## src/rtl/id_ex_pipe_reg.sv

```systemverilog
// ID/EX pipeline register with stall/flush control for the hazard unit,
// a saturating bubble counter for performance debug, and load-in-EX status.
module id_ex_pipe_reg #(
  parameter int XLEN  = 32,
  parameter int CNT_W = 16
) (
  input  logic             clk,
  input  logic             rst,
  input  logic             stall,
  input  logic             flush,
  input  logic             valid_d,
  input  logic             reg_write_d,
  input  logic             alu_src_d,
  input  logic             mem_write_d,
  input  logic [1:0]       result_src_d,
  input  logic [2:0]       alu_control_d,
  input  logic             lui_d,
  input  logic             jump_d,
  input  logic             jalr_d,
  input  logic             branch_d,
  input  logic [2:0]       funct3_d,
  input  logic [XLEN-1:0]  rd1_d,
  input  logic [XLEN-1:0]  rd2_d,
  input  logic [XLEN-1:0]  pc_d,
  input  logic [XLEN-1:0]  pc_plus4_d,
  input  logic [XLEN-1:0]  imm_ext_d,
  input  logic [4:0]       rs1_d,
  input  logic [4:0]       rs2_d,
  input  logic [4:0]       rd_d,
  output logic             valid_e,
  output logic             reg_write_e,
  output logic             alu_src_e,
  output logic             mem_write_e,
  output logic [1:0]       result_src_e,
  output logic [2:0]       alu_control_e,
  output logic             lui_e,
  output logic             jump_e,
  output logic             jalr_e,
  output logic             branch_e,
  output logic [2:0]       funct3_e,
  output logic [XLEN-1:0]  rd1_e,
  output logic [XLEN-1:0]  rd2_e,
  output logic [XLEN-1:0]  pc_e,
  output logic [XLEN-1:0]  pc_plus4_e,
  output logic [XLEN-1:0]  imm_ext_e,
  output logic [4:0]       rs1_e,
  output logic [4:0]       rs2_e,
  output logic [4:0]       rd_e,
  output logic             load_e,
  output logic [CNT_W-1:0] bubble_count
);

  logic             valid_reg,       valid_next;
  logic             reg_write_reg,   reg_write_next;
  logic             alu_src_reg,     alu_src_next;
  logic             mem_write_reg,   mem_write_next;
  logic [1:0]       result_src_reg,  result_src_next;
  logic [2:0]       alu_control_reg, alu_control_next;
  logic             lui_reg,         lui_next;
  logic             jump_reg,        jump_next;
  logic             jalr_reg,        jalr_next;
  logic             branch_reg,      branch_next;
  logic [2:0]       funct3_reg,      funct3_next;
  logic [XLEN-1:0]  rd1_reg,         rd1_next;
  logic [XLEN-1:0]  rd2_reg,         rd2_next;
  logic [XLEN-1:0]  pc_reg,          pc_next;
  logic [XLEN-1:0]  pc_plus4_reg,    pc_plus4_next;
  logic [XLEN-1:0]  imm_ext_reg,     imm_ext_next;
  logic [4:0]       rs1_reg,         rs1_next;
  logic [4:0]       rs2_reg,         rs2_next;
  logic [4:0]       rd_reg,          rd_next;
  logic [CNT_W-1:0] count_reg,       count_next;
  logic             bubble_inc;

  // Next-state selection: flush inserts an all-zero NOP, stall holds, else capture qualified inputs
  always_comb begin
    valid_next       = valid_reg;
    reg_write_next   = reg_write_reg;
    alu_src_next     = alu_src_reg;
    mem_write_next   = mem_write_reg;
    result_src_next  = result_src_reg;
    alu_control_next = alu_control_reg;
    lui_next         = lui_reg;
    jump_next        = jump_reg;
    jalr_next        = jalr_reg;
    branch_next      = branch_reg;
    funct3_next      = funct3_reg;
    rd1_next         = rd1_reg;
    rd2_next         = rd2_reg;
    pc_next          = pc_reg;
    pc_plus4_next    = pc_plus4_reg;
    imm_ext_next     = imm_ext_reg;
    rs1_next         = rs1_reg;
    rs2_next         = rs2_reg;
    rd_next          = rd_reg;
    bubble_inc       = 1'b0;

    if (flush) begin
      // Flush overrides stall; data fields are zeroed too so the bubble is canonical
      valid_next       = 1'b0;
      reg_write_next   = 1'b0;
      alu_src_next     = 1'b0;
      mem_write_next   = 1'b0;
      result_src_next  = 2'b00;
      alu_control_next = 3'b000;
      lui_next         = 1'b0;
      jump_next        = 1'b0;
      jalr_next        = 1'b0;
      branch_next      = 1'b0;
      funct3_next      = 3'b000;
      rd1_next         = '0;
      rd2_next         = '0;
      pc_next          = '0;
      pc_plus4_next    = '0;
      imm_ext_next     = '0;
      rs1_next         = 5'd0;
      rs2_next         = 5'd0;
      rd_next          = 5'd0;
      bubble_inc       = 1'b1;
    end else if (!stall) begin
      valid_next       = valid_d;
      // Writes to x0 are dropped here so forwarding never sees them as producers
      reg_write_next   = reg_write_d & valid_d & (rd_d != 5'd0);
      alu_src_next     = alu_src_d;
      mem_write_next   = mem_write_d & valid_d;
      result_src_next  = result_src_d;
      alu_control_next = alu_control_d;
      lui_next         = lui_d;
      jump_next        = jump_d & valid_d;
      jalr_next        = jalr_d & valid_d;
      branch_next      = branch_d & valid_d;
      funct3_next      = funct3_d;
      rd1_next         = rd1_d;
      rd2_next         = rd2_d;
      pc_next          = pc_d;
      pc_plus4_next    = pc_plus4_d;
      imm_ext_next     = imm_ext_d;
      rs1_next         = rs1_d;
      rs2_next         = rs2_d;
      rd_next          = rd_d;
      // An empty decode slot moving into EX is also a bubble
      bubble_inc       = ~valid_d;
    end

    count_next = count_reg;
    if (bubble_inc && (count_reg != {CNT_W{1'b1}}))
      count_next = count_reg + CNT_W'(1);
  end

  // State register with synchronous reset to the all-zero NOP
  always_ff @(posedge clk) begin
    if (rst) begin
      valid_reg       <= 1'b0;
      reg_write_reg   <= 1'b0;
      alu_src_reg     <= 1'b0;
      mem_write_reg   <= 1'b0;
      result_src_reg  <= 2'b00;
      alu_control_reg <= 3'b000;
      lui_reg         <= 1'b0;
      jump_reg        <= 1'b0;
      jalr_reg        <= 1'b0;
      branch_reg      <= 1'b0;
      funct3_reg      <= 3'b000;
      rd1_reg         <= '0;
      rd2_reg         <= '0;
      pc_reg          <= '0;
      pc_plus4_reg    <= '0;
      imm_ext_reg     <= '0;
      rs1_reg         <= 5'd0;
      rs2_reg         <= 5'd0;
      rd_reg          <= 5'd0;
      count_reg       <= '0;
    end else begin
      valid_reg       <= valid_next;
      reg_write_reg   <= reg_write_next;
      alu_src_reg     <= alu_src_next;
      mem_write_reg   <= mem_write_next;
      result_src_reg  <= result_src_next;
      alu_control_reg <= alu_control_next;
      lui_reg         <= lui_next;
      jump_reg        <= jump_next;
      jalr_reg        <= jalr_next;
      branch_reg      <= branch_next;
      funct3_reg      <= funct3_next;
      rd1_reg         <= rd1_next;
      rd2_reg         <= rd2_next;
      pc_reg          <= pc_next;
      pc_plus4_reg    <= pc_plus4_next;
      imm_ext_reg     <= imm_ext_next;
      rs1_reg         <= rs1_next;
      rs2_reg         <= rs2_next;
      rd_reg          <= rd_next;
      count_reg       <= count_next;
    end
  end

  assign valid_e       = valid_reg;
  assign reg_write_e   = reg_write_reg;
  assign alu_src_e     = alu_src_reg;
  assign mem_write_e   = mem_write_reg;
  assign result_src_e  = result_src_reg;
  assign alu_control_e = alu_control_reg;
  assign lui_e         = lui_reg;
  assign jump_e        = jump_reg;
  assign jalr_e        = jalr_reg;
  assign branch_e      = branch_reg;
  assign funct3_e      = funct3_reg;
  assign rd1_e         = rd1_reg;
  assign rd2_e         = rd2_reg;
  assign pc_e          = pc_reg;
  assign pc_plus4_e    = pc_plus4_reg;
  assign imm_ext_e     = imm_ext_reg;
  assign rs1_e         = rs1_reg;
  assign rs2_e         = rs2_reg;
  assign rd_e          = rd_reg;
  assign bubble_count  = count_reg;

  // Load-in-EX flag for load-use detection, derived only from registered state
  assign load_e = valid_reg & (result_src_reg == 2'b01);

endmodule
```

## config.mk

```make
export PLATFORM = sky130hd
export DESIGN_NAME = id_ex_pipe_reg
export DESIGN_NICKNAME = d
export VERILOG_FILES = /design/src/rtl/id_ex_pipe_reg.sv
export SDC_FILE = /design/constraint.sdc
export NUM_CORES = 1
export LEC_CHECK = 0
export ABC_AREA = 0
export BUFFER_PORTS_ARGS = -buffer_cell sky130_fd_sc_hd__buf_2
export CORE_ASPECT_RATIO = 1.25
export CORE_UTILIZATION = 30
export CTS_CLUSTER_DIAMETER = 100
export CTS_CLUSTER_SIZE = 40
export DETAILED_ROUTE_END_ITERATION = 10
export PLACE_DENSITY_LB_ADDON = 0.25
export SYNTH_ARGS = -nofsm -noshare
export SYNTH_HDL_FRONTEND = slang
export SYNTH_SLANG_ARGS = --single-unit
```

## constraint.sdc

```tcl
create_clock -name clk -period 4.2 [get_ports clk]
set_clock_uncertainty 0.1 [all_clocks]
set_input_delay 0.42 -clock clk [delete_from_list [all_inputs] [get_ports clk]]
set_output_delay 0.42 -clock clk [all_outputs]
set_load 0.05 [all_outputs]
```

==> results.json <==
{
  "run_status": "finished, final reports clean",
  "antenna_found_initial": 0,
  "worst-setup-path-type": "in -> reg",
  "initial_core_util": 0.307,
  "cts_resized": 0,
  "p_clk_frac": 0.287,
  "clk_latency_ns": 0.48,
  "wl_per_cell_um": 14.5,
  "htreeDepth": 1,
  "drv_slew": 0,
  "port-buffer-count": 402,
  "globalRouteMet3Util": 0.0497,
  "ff2ff_path_depth": 5,
  "cp-start-kind": "input pin",
  "power_density_mw_per_mm2": 371,
  "worstHoldPathType": "in -> reg",
  "syn_area_mm2": 0.00752,
  "grt_use_met2": 0.272,
  "drive_gt1_frac": 0.395,
  "fmax_ghz": 0.477,
  "synth_seq_cells": 207,
  "die_w_um": 144,
  "worstHoldPathCells": 3,
  "final-hold-violation-count": 0,
  "use_met1": 0.158,
  "cts_root_buf": "clkbuf_16",
  "vias_per_cell": 4.42,
  "max_slew.worst_pin.slew_ns": 1.01,
  "seq_power_share": 0.551,
  "fin_crit_sh": 0.499,
  "power.switching_w": 0.00107,
  "seq_area_frac_synth": 0.551,
  "grt_pass1_wl_um": 29900,
  "r2r_slack_ns": 2.26,
  "leakagePower_nw": 5.23,
  "first_global_vias": 5793,
  "syn_avg_cell_area_um2": 10.4,
  "grt-ovfl-total": 0,
  "critPathCaptureType": "flop",
  "period_needed_ns": 2.10,
  "cp_data_arrival_time_ns": 2.35,
  "clock_path_buffers": 3,
  "rr_startpoint": "bubble_count[1]$_SDFFE_PP0P_",
  "slew_headroom": 0.330,
  "final_net_count": 1289,
  "route.vias.total": 6305,
  "rsz0062_at_grt": "false",
  "ctsHoldBuffers": 0,
  "cts_tree": "built",
  "fin_setup_tns_ns": 0,
  "num_rows": 64,
  "area_delta_synth_final_pct": 34.0,
  "die_area_mm2": 0.0257,
  "grt_start_max_net_pins": 104,
  "rr_endpoint": "bubble_count[10]$_SDFFE_PP0P_",
  "antenna_left": 0,
  "syn_nets": 917,
  "worstPathMaxFanout": 103,
  "dp_hpwl_um": 15300,
  "gp_congestion": 0.759,
  "ir_drop_mv": 0.246,
  "core-area_mm2": 0.0245,
  "cp.required_ns": 4.45,
  "cap_violations": 0,
  "grt_use_total": 0.146,
  "p_sw_frac": 0.287,
  "cts_made_buffers": 9,
  "holdWs_ns": 0.0525,
  "synthCells": 721,
  "setup_viol": 0,
  "die_h_um": 179,
  "hold_start": "rd2_d[30]",
  "hold_end": "rd2_e[30]$_SDFFE_PP0N_",
  "p_int_w": 0.00266,
  "ios": 403,
  "post-cts-setup-buffers": 0,
  "drc_errors": 0,
  "yosysUniqueCellTypes": 37,
  "drt-initial-drc-count": 175,
  "busiest_layer": "met2",
  "ys_warn_count": 0,
  "dr.pass1.iters": 4,
  "pwr-share-comb": 0.161,
  "clk_pin_slew_ns": 0.14,
  "drt_wl_total_um": 20600,
  "cts_num_sinks": 207
}
==> cells in the final DEF, fill, tap and decap left out, types with 2 or more instances in the layout <==
cell type / n
o31ai_1: 4
nor2_1: 197
or3_2: 4
mux2_2: 2
nand2_1: 8
buf_2: 401
nand2b_1: 2
clkbuf_16: 9
mux2i_1: 187
nand4_1: 9
and3_1: 4
dfxtp_1: 207
a21oi_1: 13
o21ai_0: 5
nor2b_1: 4
nor3_1: 3
buf_4: 5
or4_1: 4
a22oi_1: 4
==> power groups by stage <==
stage | Clock, W | Combinational, W | Sequential (W)
floorplan | 0 | 0.000201 | 0.00231
finish | 0.00107 | 0.000602 | 0.00206
global route | 0.00119 | 0.000645 | 0.00207
detailed placement | 0 | 0.000608 | 0.00210
global placement | 0 | 0.000606 | 0.00210
CTS | 0.00113 | 0.000609 | 0.00206
==> cell type report <==
| cell class | instances | area, um2 |
|---|---|---|
| timing repair buffer | 407 | 2060 |
| clock buffer | 10 | 239 |
| multi-input combinational | 467 | 3170 |
| clock inverter | 2 | 36.3 |
| inverter | 1 | 3.75 |
| fill | 2498 | 14400 |
| sequential | 207 | 4140 |
| tap | 330 | 413 |
| antenna | 1 | 2.50 |
==> metrics by stage <==
stage	area [um2]	utilization	cells	total power (W)	setup slack, ns
5_1_grt	10100	0.411	1424	0.00391	2.01
6_report	10100	0.411	1425	0.00373	2.10
2_1_floorplan	7520	-	721	0.00252	2.07
4_1_cts	10100	0.411	1424	0.00380	2.10
3_3_place_gp	9790	0.400	1412	0.00271	1.59
3_5_place_dp	9790	0.400	1412	0.00271	1.55
==> synth_stat cells <==
| cell | count | area (um2) |
|---|---|---|
| or2_2 | 2 | 12.5 |
| ha_1 | 1 | 12.5 |
| nor4b_1 | 1 | 8.76 |
| o21bai_2 | 1 | 11.3 |
| dfxtp_1 | 207 | 4140 |
| o31ai_1 | 4 | 30.0 |
| o211ai_1 | 1 | 7.51 |
| nor4_2 | 1 | 12.5 |
| nand2b_1 | 2 | 12.5 |
| nor2b_1 | 4 | 25.0 |
| nand3_1 | 1 | 5.00 |
| buf_4 | 1 | 7.51 |
| a21oi_1 | 13 | 65.1 |
| nand4_1 | 9 | 56.3 |
| mux2i_1 | 187 | 1870 |
| o21ai_0 | 5 | 25.0 |
| clkbuf_1 | 26 | 97.6 |
| nor3_1 | 3 | 15.0 |
| or3b_4 | 1 | 11.3 |
| buf_1 | 1 | 3.75 |
| or3_1 | 1 | 6.26 |
| nor4_4 | 1 | 21.3 |
| inv_1 | 1 | 3.75 |
| nand2_1 | 8 | 30.0 |
| nor4_1 | 1 | 6.26 |
| mux2_1 | 1 | 11.3 |
| and3_1 | 4 | 25.0 |
| a211oi_1 | 1 | 7.51 |
| a22oi_1 | 4 | 30.0 |
| or4_1 | 4 | 30.0 |
| mux2_2 | 2 | 22.5 |
| buf_2 | 18 | 90.1 |
| a21boi_0 | 1 | 7.51 |
| and4b_1 | 1 | 10.0 |
| nor3_2 | 1 | 10.0 |
| nor2_1 | 197 | 739 |
| or3_2 | 4 | 30.0 |
==> worst max path at each step <==
stage	start	to	depth (start not counted)
3_5_place_dp	stall	pc_e[10]$_SDFFE_PP0N_	4
4_1_cts	stall	pc_e[10]$_SDFFE_PP0N_	4
6_report	stall	pc_e[10]$_SDFFE_PP0N_	4
3_3_place_gp	stall	rd1_e[2]$_SDFFE_PP0N_	4
5_1_grt	stall	pc_e[15]$_SDFFE_PP0N_	4
2_1_floorplan	bubble_count[6]$_SDFFE_PP0P_	bubble_count[15]$_SDFFE_PP0P_	4
==> worst max-delay path, stage by stage <==
cell and delay [ns]:
buf_8 0.67, buf_4 0.82, mux2i_1 0.29, nor2_1 0.06
==> metal layers <==
layer / vias to the layer above / wire (um)
li1: 3173 / -
met1: 2834 / 7880
met2: 285 / 10200
met3: 13 / 2250
met4: 0 / 244
met5: - / 0
==> flip-flops by register name (all words and copies together), names as in the netlist <==
| signal | cells |
|---|---|
| result_src_e | 2 |
| alu_control_e | 3 |
| rs1_e | 5 |
| rd_e | 5 |
| rd2_e | 32 |
| bubble_count | 16 |
| valid_e | 1 |
| pc_e | 32 |
| rs2_e | 5 |
| rd1_e | 32 |
| branch_e | 1 |
| reg_write_e | 1 |
| jump_e | 1 |
| alu_src_e | 1 |
| pc_plus4_e | 32 |
| funct3_e | 3 |
| jalr_e | 1 |
| imm_ext_e | 32 |
| mem_write_e | 1 |
| lui_e | 1 |
==> kinds of logic after synthesis <==
group / count (synthesis) / synth area share
compound gates: 30 / 0.0245
simple gates: 246 / 0.142
mux: 190 / 0.254
buf+inv: 47 / 0.0270
flops: 207 / 0.551
fa+ha+maj: 1 / 0.00166
No activity file was read; power rests on OpenSTA's default activity.
